## src/rtl/io_input_conditioner.sv

```systemverilog
// io_input_conditioner: synchronizes, debounces and edge-flags KEY/SW for the CPU IO read/write path
module io_input_conditioner #(
    parameter int DB_CYCLES = 3,
    parameter int KEY_W     = 4,
    parameter int SW_W      = 10
) (
    input  logic              clk,
    input  logic              reset,
    input  logic [KEY_W-1:0]  key_raw,
    input  logic [SW_W-1:0]   sw_raw,
    input  logic              sel,
    input  logic              we,
    input  logic [31:0]       addr,
    input  logic [31:0]       wdata,
    output logic [31:0]       rdata,
    output logic [KEY_W-1:0]  key_db,
    output logic [SW_W-1:0]   sw_db,
    output logic              irq
);
    localparam int N = KEY_W + SW_W;
    localparam logic [N-1:0] INIT = {{SW_W{1'b0}}, {KEY_W{1'b1}}};
    localparam logic [8:0] SETTLE = 9'(DB_CYCLES + 2);
    logic [N-1:0]      sync1, sync2, stable, stable_nxt, chg;
    logic [N-1:0][7:0] cnt, cnt_nxt;
    logic [8:0]        settle_cnt;
    logic              settling;
    logic [KEY_W-1:0]  key_evt, key_set, key_clr;
    logic [SW_W-1:0]   sw_chg, sw_set, sw_clr;
    logic              hit_key, hit_sw, hit_evt, hit_chg;
    logic              unused_bits;

    assign settling = settle_cnt != SETTLE;

    always_comb begin
        stable_nxt = stable;
        cnt_nxt = '0;
        for (int i = 0; i < N; i++) begin
            if (settling)
                stable_nxt[i] = sync2[i];
            else if (sync2[i] != stable[i]) begin
                if (cnt[i] == 8'(DB_CYCLES - 1))
                    stable_nxt[i] = sync2[i];
                else
                    cnt_nxt[i] = cnt[i] + 8'd1;
            end
        end
    end

    // keys are active-low: a press is the stable bit falling from 1 to 0
    assign chg     = settling ? '0 : (stable ^ stable_nxt);
    assign key_set = chg[KEY_W-1:0] & stable[KEY_W-1:0];
    assign sw_set  = chg[N-1:KEY_W];

    assign hit_key = sel & addr[4];
    assign hit_sw  = sel & ~addr[4] & addr[5];
    assign hit_evt = sel & ~|addr[5:4] & addr[6];
    assign hit_chg = sel & ~|addr[6:4] & addr[7];
    assign key_clr = {KEY_W{we & hit_evt}} & wdata[KEY_W-1:0];
    assign sw_clr  = {SW_W{we & hit_chg}} & wdata[SW_W-1:0];

    always_ff @(posedge clk or negedge reset) begin
        if (!reset) begin
            sync1      <= INIT;
            sync2      <= INIT;
            stable     <= INIT;
            cnt        <= '0;
            settle_cnt <= '0;
            key_evt    <= '0;
            sw_chg     <= '0;
        end else begin
            sync1      <= {sw_raw, key_raw};
            sync2      <= sync1;
            stable     <= stable_nxt;
            cnt        <= cnt_nxt;
            settle_cnt <= settling ? settle_cnt + 9'd1 : settle_cnt;
            key_evt    <= (key_evt & ~key_clr) | key_set;
            sw_chg     <= (sw_chg & ~sw_clr) | sw_set;
        end
    end

    assign key_db = ~stable[KEY_W-1:0];
    assign sw_db  = stable[N-1:KEY_W];
    assign irq    = |key_evt | |sw_chg;

    assign rdata = hit_key ? 32'(key_db) :
                   hit_sw  ? 32'(sw_db)  :
                   hit_evt ? 32'(key_evt) :
                   hit_chg ? 32'(sw_chg) : 32'd0;

    assign unused_bits = &{1'b0, addr[31:8], addr[3:0], wdata[31:SW_W]};
endmodule

```

## config.mk

```make
export PLATFORM = sky130hd
export DESIGN_NAME = io_input_conditioner
export DESIGN_NICKNAME = d
export VERILOG_FILES = /design/src/rtl/io_input_conditioner.sv
export SDC_FILE = /design/constraint.sdc
export NUM_CORES = 1
export LEC_CHECK = 0
export CORE_AREA = 4 4 139 141
export DETAILED_ROUTE_END_ITERATION = 8
export DIE_AREA = 0 0 143 145
export PLACE_DENSITY = 0.75
export SLEW_MARGIN = 20
export SYNTH_ARGS = -nofsm -noshare
export SYNTH_HDL_FRONTEND = slang
export SYNTH_SLANG_ARGS = --single-unit
```

## constraint.sdc

```tcl
create_clock -name clk -period 1.8 [get_ports clk]
set_input_delay 0.36 -clock clk [delete_from_list [all_inputs] [get_ports clk]]
set_output_delay 0.36 -clock clk [all_outputs]
set_load 0.005 [all_outputs]
```

==> impl_metrics.json, run 1 <==
{
  "route.detailed.vias_per_inst": 5.68,
  "dp_worst_setup_slack_ns": -0.744,
  "synth_enable_flop_cells": 0,
  "clock_tree_buf_depth": 2,
  "grt_first_pass_wirelength_um": 33400,
  "synthDominantCellAreaShare": 0.476,
  "pwr-share-comb": 0.352,
  "proportion_of_power_drawn_by_the_clock_network": 0.276,
  "remaining_drc_errors": 0,
  "swShare": 0.335,
  "worstPathArrival_ns": 1.54,
  "critPathKind": "reg2out",
  "critical_path.max_stage_delay_ns": 0.41,
  "dieArea_um2": 20700,
  "die-width_um": 143,
  "clock-skew-final_ns": 0.00871,
  "grt_antenna_before_repair": 0,
  "yosysMostFrequentCell": "dfrtp_1",
  "synthDistinctLibCells": 46,
  "seq_area_frac_synth": 0.512,
  "worst-r2r-cell-count": 7,
  "worstReg2RegEnd": "sw_chg[6]$_DFF_PN0_",
  "ys_seq_elements": 177,
  "hold_path_class": "in2reg",
  "post_drt_wl_per_cell_um": 18.0,
  "final-seq-area_um2": 4450,
  "clk_pin_slew_ns": 0.06,
  "initial_core_util": 0.483,
  "final_area_um2": 11600,
  "worst_margin_pin_slew_ns": 0.530,
  "synth_commonest_cells": "dfrtp_1, nand3_1, nor3_1",
  "vdd_drop_max_mv": 0.896,
  "gp_congestion": 0.866,
  "route.final.wire_length_um": 21400,
  "critical_path.endpoint": "irq",
  "design.portCount": 129,
  "maxCapViolations": 0,
  "cp.required_ns": 1.44,
  "yosys_most_used_dff": "dfrtp_1",
  "final_hold_viol_count": 0,
  "largest_net_degree_at_the_start_of_global_routing": 42,
  "crit_chain": "buf_4 -> nor4_2 -> nand4_1 -> buf_2",
  "chipHeight_um": 145,
  "crit-reg2reg-launch": "settle_cnt[1]$_DFFE_PN0N_",
  "antenna-diode-count": 0,
  "areaGrowthSynthToFinish_pct": 33.3,
  "worstSkewPairLatency_ns": 0.43,
  "critical_path.endpoint_type": "output pin",
  "power_per_cell_area_nw_per_um2": 1220,
  "status": "finished, violations left",
  "synth_largest_area_cell": "dfrtp_1",
  "proportion_of_layout_cells_with_a_drive_suffix_above_1": 0.343,
  "detail_route.first_pass.iterations": 5,
  "seq_power_share": 0.372,
  "cts_root_buffer": "clkbuf_16",
  "timing.reg2reg.setup_slack_ns": -0.09,
  "critical_path_source_type": "flip-flop",
  "standard_cell_core_area_um2": 18000,
  "vias_in_the_first_global_route": 6579,
  "fill_cells": 1294,
  "std_cell_rows": 49,
  "tritoncts_num_sinks": 177,
  "netlist_instances": 787,
  "htree_levels": 4,
  "post-route-period-util": 1.06,
  "ys_async_sr_fraction": 1.00,
  "count_of_routing_violations_after_the_opening_detailed_route_iteration": 549,
  "critical_path.startpoint": "key_evt[1]$_DFF_PN0_",
  "net_switching_power_w": 0.00473,
  "detailed_place.area_um2": 10000,
  "synth_area_um2": 8680,
  "p_leak_nw": 4.91,
  "grt_setup_unrepaired": "yes",
  "global_route.overflow_total": 0,
  "critPathSlowestCell": "dfrtp_1",
  "tritoncts": "done",
  "crit_path_max_fanout": 2,
  "multiInputGateArea_um2": 4600,
  "yosysWarnings": 0,
  "synthesis.area_per_instance_um2": 11.0,
  "internal_power_w": 0.00938,
  "timing.slew.headroom": 0.646,
  "max_freq_ghz": 0.525,
  "finalSetupViolations": 50,
  "dpl.hpwl_um": 13600,
  "antenna_violating_nets_post_route": 0,
  "final_max_slew_violation_count": 0,
  "yosys-top-cells-area": "dfrtp_1, xor2_1, ha_1, nand3_1, or3_1",
  "cts-buffers-inserted": 17,
  "layout.nets": 1058,
  "layout_min_cycle_time_ns": 1.90,
  "detailroute.via_count": 6753,
  "final_critical_path_setup_slack_ns": -0.105,
  "port_buffers": 56,
  "grtUsageTotal": 0.200,
  "violations": "negative setup slack"
}
-- logic make-up (layout without fill, tap and decap cells) --
group	after synthesis	count (layout)	share of synthesized area
AOI/OAI and AO/OA	132	133	0.108
xor gates and xnor gates	62	62	0.0626
adders and majority gates	30	30	0.0433
buffers and inverters	75	225	0.0495
DFF	177	177	0.512
muxes	14	14	0.0180
other	1	22	0.000432
and+or+nand+nor	296	296	0.206
-- power by group through the flow --
| stage | Sequential [W] | Clock (W) | Combinational, W |
|---|---|---|---|
| floorplan | 0.00530 | 0 | 0.00232 |
| global placement | 0.00527 | 0 | 0.00396 |
| detailed placement | 0.00529 | 0 | 0.00405 |
| CTS | 0.00523 | 0.00397 | 0.00424 |
| global route | 0.00532 | 0.00416 | 0.00541 |
| finish | 0.00524 | 0.00389 | 0.00497 |
-- what timing repair did --
action	CTS	global route
pin swaps	18	46
gates resized for setup	106	131
hold endpoints to repair	30	0
buffers inserted	13	5
hold buffers	1	0
gates cloned	4	1
endpoints found under the setup margin	37	151
-- layer usage --
metal  part of all wire  global-route usage  vias up
met2               0.51               0.320      160
met1               0.43               0.278     3379
li1                   -                   -     3194
met5                  0                   0        -
met4             0.0077              0.0323        0
met3              0.053              0.0563       20
-- critical path: cells and delay by family (launching register included) --
| family | cells | cell delay, ns |
|---|---|---|
| buf+inv | 2 | 0.32 |
| simple gates | 2 | 0.39 |
| flops | 1 | 0.41 |
-- per-stage QoR --
step | utilization | power (W) | cells | TNS [ns] | hold WS, ns
floorplan | - | 0.00761 | 808 | 0 | 0.0644
global placement | 0.558 | 0.00923 | 1135 | -7.39 | 0.297
detailed placement | 0.558 | 0.00934 | 1135 | -7.99 | 0.297
CTS | 0.607 | 0.0134 | 1185 | -0.699 | 0.306
global route | 0.644 | 0.0149 | 1188 | -9.14 | 0.303
finish | 0.644 | 0.0141 | 1188 | -1.93 | 0.335
-- layout make-up --
cell class / instances / share of cell area
Clock buffer: 22 / 0.0401
Clock inverter: 10 / 0.0136
Inverter: 30 / 0.00973
Multi-Input combinational cell: 557 / 0.398
Sequential cell: 177 / 0.384
Tap cell: 229 / 0.0248
Timing Repair Buffer: 163 / 0.129
-- placed cells by master (no fill, tap or decap), types with 6 or more instances in the layout --
master           instances
o211ai_1                11
dfrtp_1                162
a22o_1                   8
xor2_1                  44
buf_4                   84
mux2_2                  11
clkbuf_16               18
nand2_1                 25
nand3_4                 10
inv_1                   29
nor3_2                  41
clkdlybuf4s50_1         31
conb_1                  22
buf_6                   18
a21oi_2                  7
or3_1                   52
buf_2                   12
nand4_1                 20
a211oi_2                30
nor2_1                  14
nor2_2                   9
o21ai_0                 41
a32o_1                  15
a21oi_1                  6
dfstp_2                 12
buf_12                   6
nor3_1                  10
or4b_4                  13
ha_1                    29
nand3_1                 65
xnor2_1                 17
nor2_4                   6
nor3_4                   7
-- flip-flops by register name, indices dropped and copies added (netlist names) --
register / count
cnt: 112
stable: 14
sync1: 14
sync2: 14
sw_chg: 10
settle_cnt: 9
key_evt: 4
-- how the worst min path moves through the flow --
stage | from | to | slack, ns | depth (start not counted)
after detailed placement | reset | cnt[61]$_DFF_PN0_ | 0.30 | 1
final | key_raw[2] | sync1[2]$_DFF_PN1_ | 0.34 | 1
after global placement | reset | cnt[59]$_DFF_PN0_ | 0.30 | 1
after floorplan | reset | cnt[0]$_DFF_PN0_ | 0.06 | 0
after global routing | key_raw[0] | sync1[0]$_DFF_PN1_ | 0.30 | 1
after CTS | addr[6] | key_evt[1]$_DFF_PN0_ | 0.31 | 3
(Power assumes the default switching activity.)
==> run 2, diff against run 1 <==
- HOLD_SLACK_MARGIN: not set -> 0.02
- SLEW_MARGIN: 20 -> 30
==> results of run 2 <==
Same layout as run 1: the final DEF is identical, and so are final timing and power.
==> variant 1: new RTL, config.mk and constraints of run 2 <==
`KEY_W`: 4 -> 5.
--- a/src/rtl/io_input_conditioner.sv
+++ b/src/rtl/io_input_conditioner.sv
@@ -2,5 +2,5 @@
 module io_input_conditioner #(
     parameter int DB_CYCLES = 3,
-    parameter int KEY_W     = 4,
+    parameter int KEY_W     = 5,
     parameter int SW_W      = 10
 ) (
Ports: changed (resized key_db and key_raw); port bits go from 129 to 131. The function was not compared with the original's and may differ.
==> variant 1 against run 2 <==
The flow still finishes with violations (setup timing). Worst setup slack lost 0.0038 ns. Cell area grew 3.6%. Largest power group unchanged. Routed wire length grew 2.8%. Via count grew 7.0%. Sequential cell count grew 12. Maximum frequency shrank 0.20%. Area after synthesis grew 6.6%. Register-to-register slack gained 0.13 ns. Total power grew 2.3%. Critical path type unchanged.
==> variant 1: results (changes against run 2) <==
| Metric | Value |
|---|---|
| Post-Place Setup Slack | `-0.859 ns (-0.115 ns)` |
| Largest register FFs | `120 (+7.1%)` |
| Status | `complete, but fails checks` |
| RD Place Congestion | `0.898 (+3.7%)` |
| Hold Path Origin | `key_raw[3]` |
| Final WS setup | `-0.108 ns (-0.00379 ns)` |
| DR vias | `7228 (+7.0%)` |
| Setup repair bufs after CTS | `17 (+4)` |
| Post-synthesis mux area share | `1.81% (+0.010 points)` |
| Final Skew | `0.00867 ns (-0.0000358 ns)` |
| Crit path largest cell delay | `0.45 ns (+0.04 ns)` |
| Post-Synth Adder-Cell Area | `4.33% (about the same)` |
| Share of cells above drive strength 1 | `27.4% (-6.9 points)` |
| LEAKAGE | `5.25 nW (+6.8%)` |
| CTS resizes | `112 (+5.7%)` |
| Met2 Usage GRT | `33.6% (+1.7 points)` |
| R2R cell count | `8 (+1)` |
| Detail Route met2 WL | `10.9 mm (+0.98%)` |
| Met1 WL | `9.66 mm (+4.1%)` |
| Hold EP | `sync1[3]$_DFF_PN1_` |
| Mean post-synth cell area | `10.9 µm² (-1.4%)` |
| Post-Synth XOR/XNOR Area | `6.25% (-0.0089 points)` |
| Met3 WL | `710 µm (-37%)` |
| Nets | `1152 (+8.9%)` |
| Worst Path Max Fanout | `3 (+1)` |
| Post-DP HPWL | `15.0 mm (+9.8%)` |
| Critical path's top delay family | `simple AND/OR/NAND/NOR gates` |
| First-pass GRT wire length | `34.9 mm (+4.6%)` |
| Initial antenna violation count | `1 (+1)` |
| Initial DRC Count | `313 (-43%)` |
| R2r setup slk | `0.04 ns (+0.13 ns)` |
| Distinct cells, synth | `47 (+2.2%)` |
| # setup viols final | `3 (-94%)` |
| All-Layer GR Usage | `20.8% (+0.87 points)` |
| Failing checks | `setup timing` |
==> variant 1: changes by cell type in the layout (fill, tap and decap cells not counted), moves of 7 or more <==
| cell | change |
|---|---|
| nor3_4 | -7 |
| nand3_4 | -9 |
| nor3_2 | -37 |
| a21oi_2 | -7 |
| nor3_1 | +59 |
| a211oi_2 | -21 |
| nand3_1 | +12 |
| mux2_1 | +7 |
| dfrtp_1 | +11 |
| nand3_2 | +11 |
| a211oi_1 | +31 |
| buf_4 | +28 |
==> variant 1: worst max-delay path by stage <==
stage                        startpoint                  end  slack (ns)  cells after the start
detailed placement              addr[4]             rdata[0]       -0.86                      6
floorplan             cnt[24]$_DFF_PN0_  stable[3]$_DFF_PN1_       -0.03                      5
global route        sw_chg[3]$_DFF_PN0_                  irq       -0.17                      3
finish              sw_chg[2]$_DFF_PN0_                  irq       -0.11                      3
CTS                 sw_chg[3]$_DFF_PN0_                  irq       -0.13                      3
global placement                addr[4]             rdata[0]       -0.84                      6
==> variant 1: through the flow <==
stage	hold WS, ns	cell area [µm²]	setup TNS (ns)
6_report	0.327	12000	-0.255
2_1_floorplan	0.0644	9380	-0.170
4_1_cts	0.314	11600	-0.286
5_1_grt	0.322	12000	-0.453
3_3_place_gp	0.333	10800	-7.54
3_5_place_dp	0.339	10800	-8.37
==> variant 1: cell type report <==
class	instances	area [µm²]
flip-flops and latches	189	4750
multi-input cells	605	4540
inverters	34	128
fillers	1325	5970
repair buffers	190	1670
clock buffers	27	513
well taps	229	287
clock inverters	5	103
==> variant 1: where the power goes <==
part | total (mW) | switching [mW] | internal, mW | leakage (nW)
clock | 3.93 | 1.56 | 2.37 | 0.298
sequential | 5.60 | 0.617 | 4.98 | 2.42
combinational | 4.90 | 2.50 | 2.40 | 2.53
total | 14.4 | 4.67 | 9.76 | 5.25
==> variant 2: new RTL, config.mk and constraints of run 2 <==
Made on the original files. Take the reset off `key_evt` and load it in a clocked block of its own.
--- a/src/rtl/io_input_conditioner.sv
+++ b/src/rtl/io_input_conditioner.sv
@@ -66,5 +66,4 @@
             cnt        <= '0;
             settle_cnt <= '0;
-            key_evt    <= '0;
             sw_chg     <= '0;
         end else begin
@@ -74,7 +73,10 @@
             cnt        <= cnt_nxt;
             settle_cnt <= settling ? settle_cnt + 9'd1 : settle_cnt;
-            key_evt    <= (key_evt & ~key_clr) | key_set;
             sw_chg     <= (sw_chg & ~sw_clr) | sw_set;
         end
+    end
+
+    always_ff @(posedge clk) begin
+        key_evt <= (key_evt & ~key_clr) | key_set;
     end
 
Behaviour: differs if reset is asserted again (counterexample within 10 cycles, from zero or initial values and one cycle with reset low); with reset held inactive, the same outputs for 10 cycles.
==> variant 2 against run 2 <==
Sequential cell count unchanged. Non-clock buffer count up 7. Routed wire length decreased by 2.7%. Critical path type unchanged. Worst setup slack worse by 0.030 ns. Largest cell class is now registers. Total power shrank 3.8%. Global-route usage up 0.35 points. The run still ends with setup timing left. Via count about the same. Cell area is 2.6% lower. Count of clock-buffer cells in the layout is 1 lower. Area after synthesis shrank 0.23%. Utilization down 1.7 points.
==> variant 2: results (changes against run 2) <==
| Metric | Value |
|---|---|
| Met2 Usage GRT | `33.7% (+1.7 points)` |
| R2r setup slk | `-0.04 ns (+0.05 ns)` |
| Top Metal Used | `met4` |
| Fraction of the yosys area taken by sequential cells | `51.1% (-0.11 points)` |
| Crit Reg-Reg Startpoint | `settle_cnt[1]$_DFFE_PN0N_` |
| Initial antenna violation count | `0 (unchanged)` |
| Area contributors post-synth | `dfrtp_1 (47%), xor2_1 (4.5%), ha_1 (4.3%)` |
| Critical path's top delay family | `compound AO/OA/AOI/OAI gates` |
| Met1 WL | `9.02 mm (-2.7%)` |
| FFs w/ async S/R, synth | `97.7% (-2.3 points)` |
| Failing checks | `setup timing` |
| RR Endpoint | `cnt[77]$_DFF_PN0_` |
| Met3 usage in global routing | `3.95% (-1.7 points)` |
| Initial DRC Count | `387 (-30%)` |
| WP data arrival | `1.57 ns (+0.03 ns)` |
| Met1 GRT Util | `27.1% (-0.62 points)` |
| DP Area | `0.0101 mm² (+0.62%)` |
| Drc violations | `0 (unchanged)` |
| WHS | `0.330 ns (-0.00521 ns)` |
| Share of cells above drive strength 1 | `31.7% (-2.6 points)` |
| Met3 WL | `926 µm (-17%)` |
| Top cells by count, synth | `dfrtp_1 (161), nand3_1 (65), nor3_1 (58), or3_1 (52), xor2_1 (44)` |
| All-Layer GR Usage | `20.3% (+0.35 points)` |
| Largest reg by FF count | `cnt` |
| Detail Route met2 WL | `10.6 mm (-2.2%)` |
| LEAKAGE | `4.85 nW (-1.3%)` |
| Drt via density | `5.65 (-0.59%)` |
| Crit path largest cell delay | `0.41 ns (about the same)` |
| Setup_tns | `-0.621 ns (+1.31 ns)` |
| # setup viols final | `13 (-74%)` |
| R2R cell count | `10 (+3)` |
| Mean post-synth cell area | `11.0 µm² (-0.23%)` |
| RD Place Congestion | `0.883 (+1.9%)` |
| Status | `complete, but fails checks` |
| Vias in the first global route | `6843 (+4.0%)` |
| Clk_lat worst skew | `between 0.4 and 0.5 ns` |
| Final WS setup | `-0.134 ns (-0.0298 ns)` |
| TritonCTS Buffers | `17 (unchanged)` |
| First-pass GRT wire length | `33.9 mm (+1.4%)` |
| Distinct cells, synth | `47 (+2.2%)` |
| Critical-path top delay cell | `dfrtp_1` |
| VDD IR-drop max | `892 µV (-0.46%)` |
| Yosys warns | `0 (unchanged)` |
| Post-DP HPWL | `14.0 mm (+2.8%)` |
| CP startpoint | `stable[7]$_DFF_PN0_` |
| Pint | `8.93 mW (-4.7%)` |
| Post-Place Setup Slack | `-0.751 ns (-0.00661 ns)` |
| Final Skew | `0.0184 ns (+0.00966 ns)` |
| Hold Path Origin | `key_raw[0]` |
| Worst Path Max Fanout | `2 (unchanged)` |
| Post-Route WL | `20.8 mm (-2.7%)` |
| DR vias | `6747 (-0.089%)` |
| Hold EP | `sync1[0]$_DFF_PN1_` |
| Maximum root-to-sink buffer count | `2 (unchanged)` |
| Nets | `1064 (+0.57%)` |
| Largest net degree at the start of global routing | `48 (+14%)` |
| CTS root buffer | `clkbuf_16` |
| # H-tree levels | `4 (unchanged)` |
## variant 2: cell types whose count changed after synthesis
cell and change:
dfxtp_1 +4, dfrtp_1 -4
## variant 2: timing repair
item                       in CTS  in global routing
setup buffers                  12                  3
resized for setup             131                 65
hold buffers                    1                  0
setup endpoints to repair      92                148
hold endpoints to repair       37                  0
pin swaps                      22                 17
gates cloned                    2                  0
## variant 2: layout make-up
type / instances / area, µm²
Multi-Input combinational cell: 556 / 4400
Timing Repair Buffer: 170 / 1470
Clock inverter: 11 / 106
Clock buffer: 21 / 470
Sequential cell: 177 / 4430
Tap cell: 229 / 287
Inverter: 30 / 113
Fill cell: 1360 / 6690
## variant 2: kinds of logic (layout without fill, tap and decap cells)
| kind of cell | Yosys count | in the layout | share of synthesized area, % |
|---|---|---|---|
| buf+inv | 75 | 232 | 4.96 |
| xor+xnor | 62 | 62 | 6.27 |
| compound gates | 132 | 132 | 10.9 |
| fa+ha+maj | 30 | 30 | 4.34 |
| other cells | 1 | 22 | 0.0433 |
| flops | 177 | 177 | 51.1 |
| mux | 14 | 14 | 1.81 |
| simple gates | 296 | 296 | 20.6 |
## variant 2: how the worst max path moves through the flow
stage,slack [ns],cells past startpoint,end
after floorplan,0.01,5,stable[3]$_DFF_PN1_
after global placement,-0.73,6,rdata[6]
after detailed placement,-0.75,6,rdata[4]
after CTS,-0.17,3,rdata[3]
after global routing,-0.17,3,irq
final,-0.13,3,rdata[3]
## variant 2: power groups by stage
stage / Clock [mW] / Sequential, mW / Combinational, mW
after floorplan: 0 / 5.30 / 2.31
after global placement: 0 / 5.24 / 4.08
after detailed placement: 0 / 5.27 / 4.17
after global routing: 3.83 / 5.33 / 5.17
final: 3.60 / 5.26 / 4.72
after CTS: 3.67 / 5.21 / 4.39
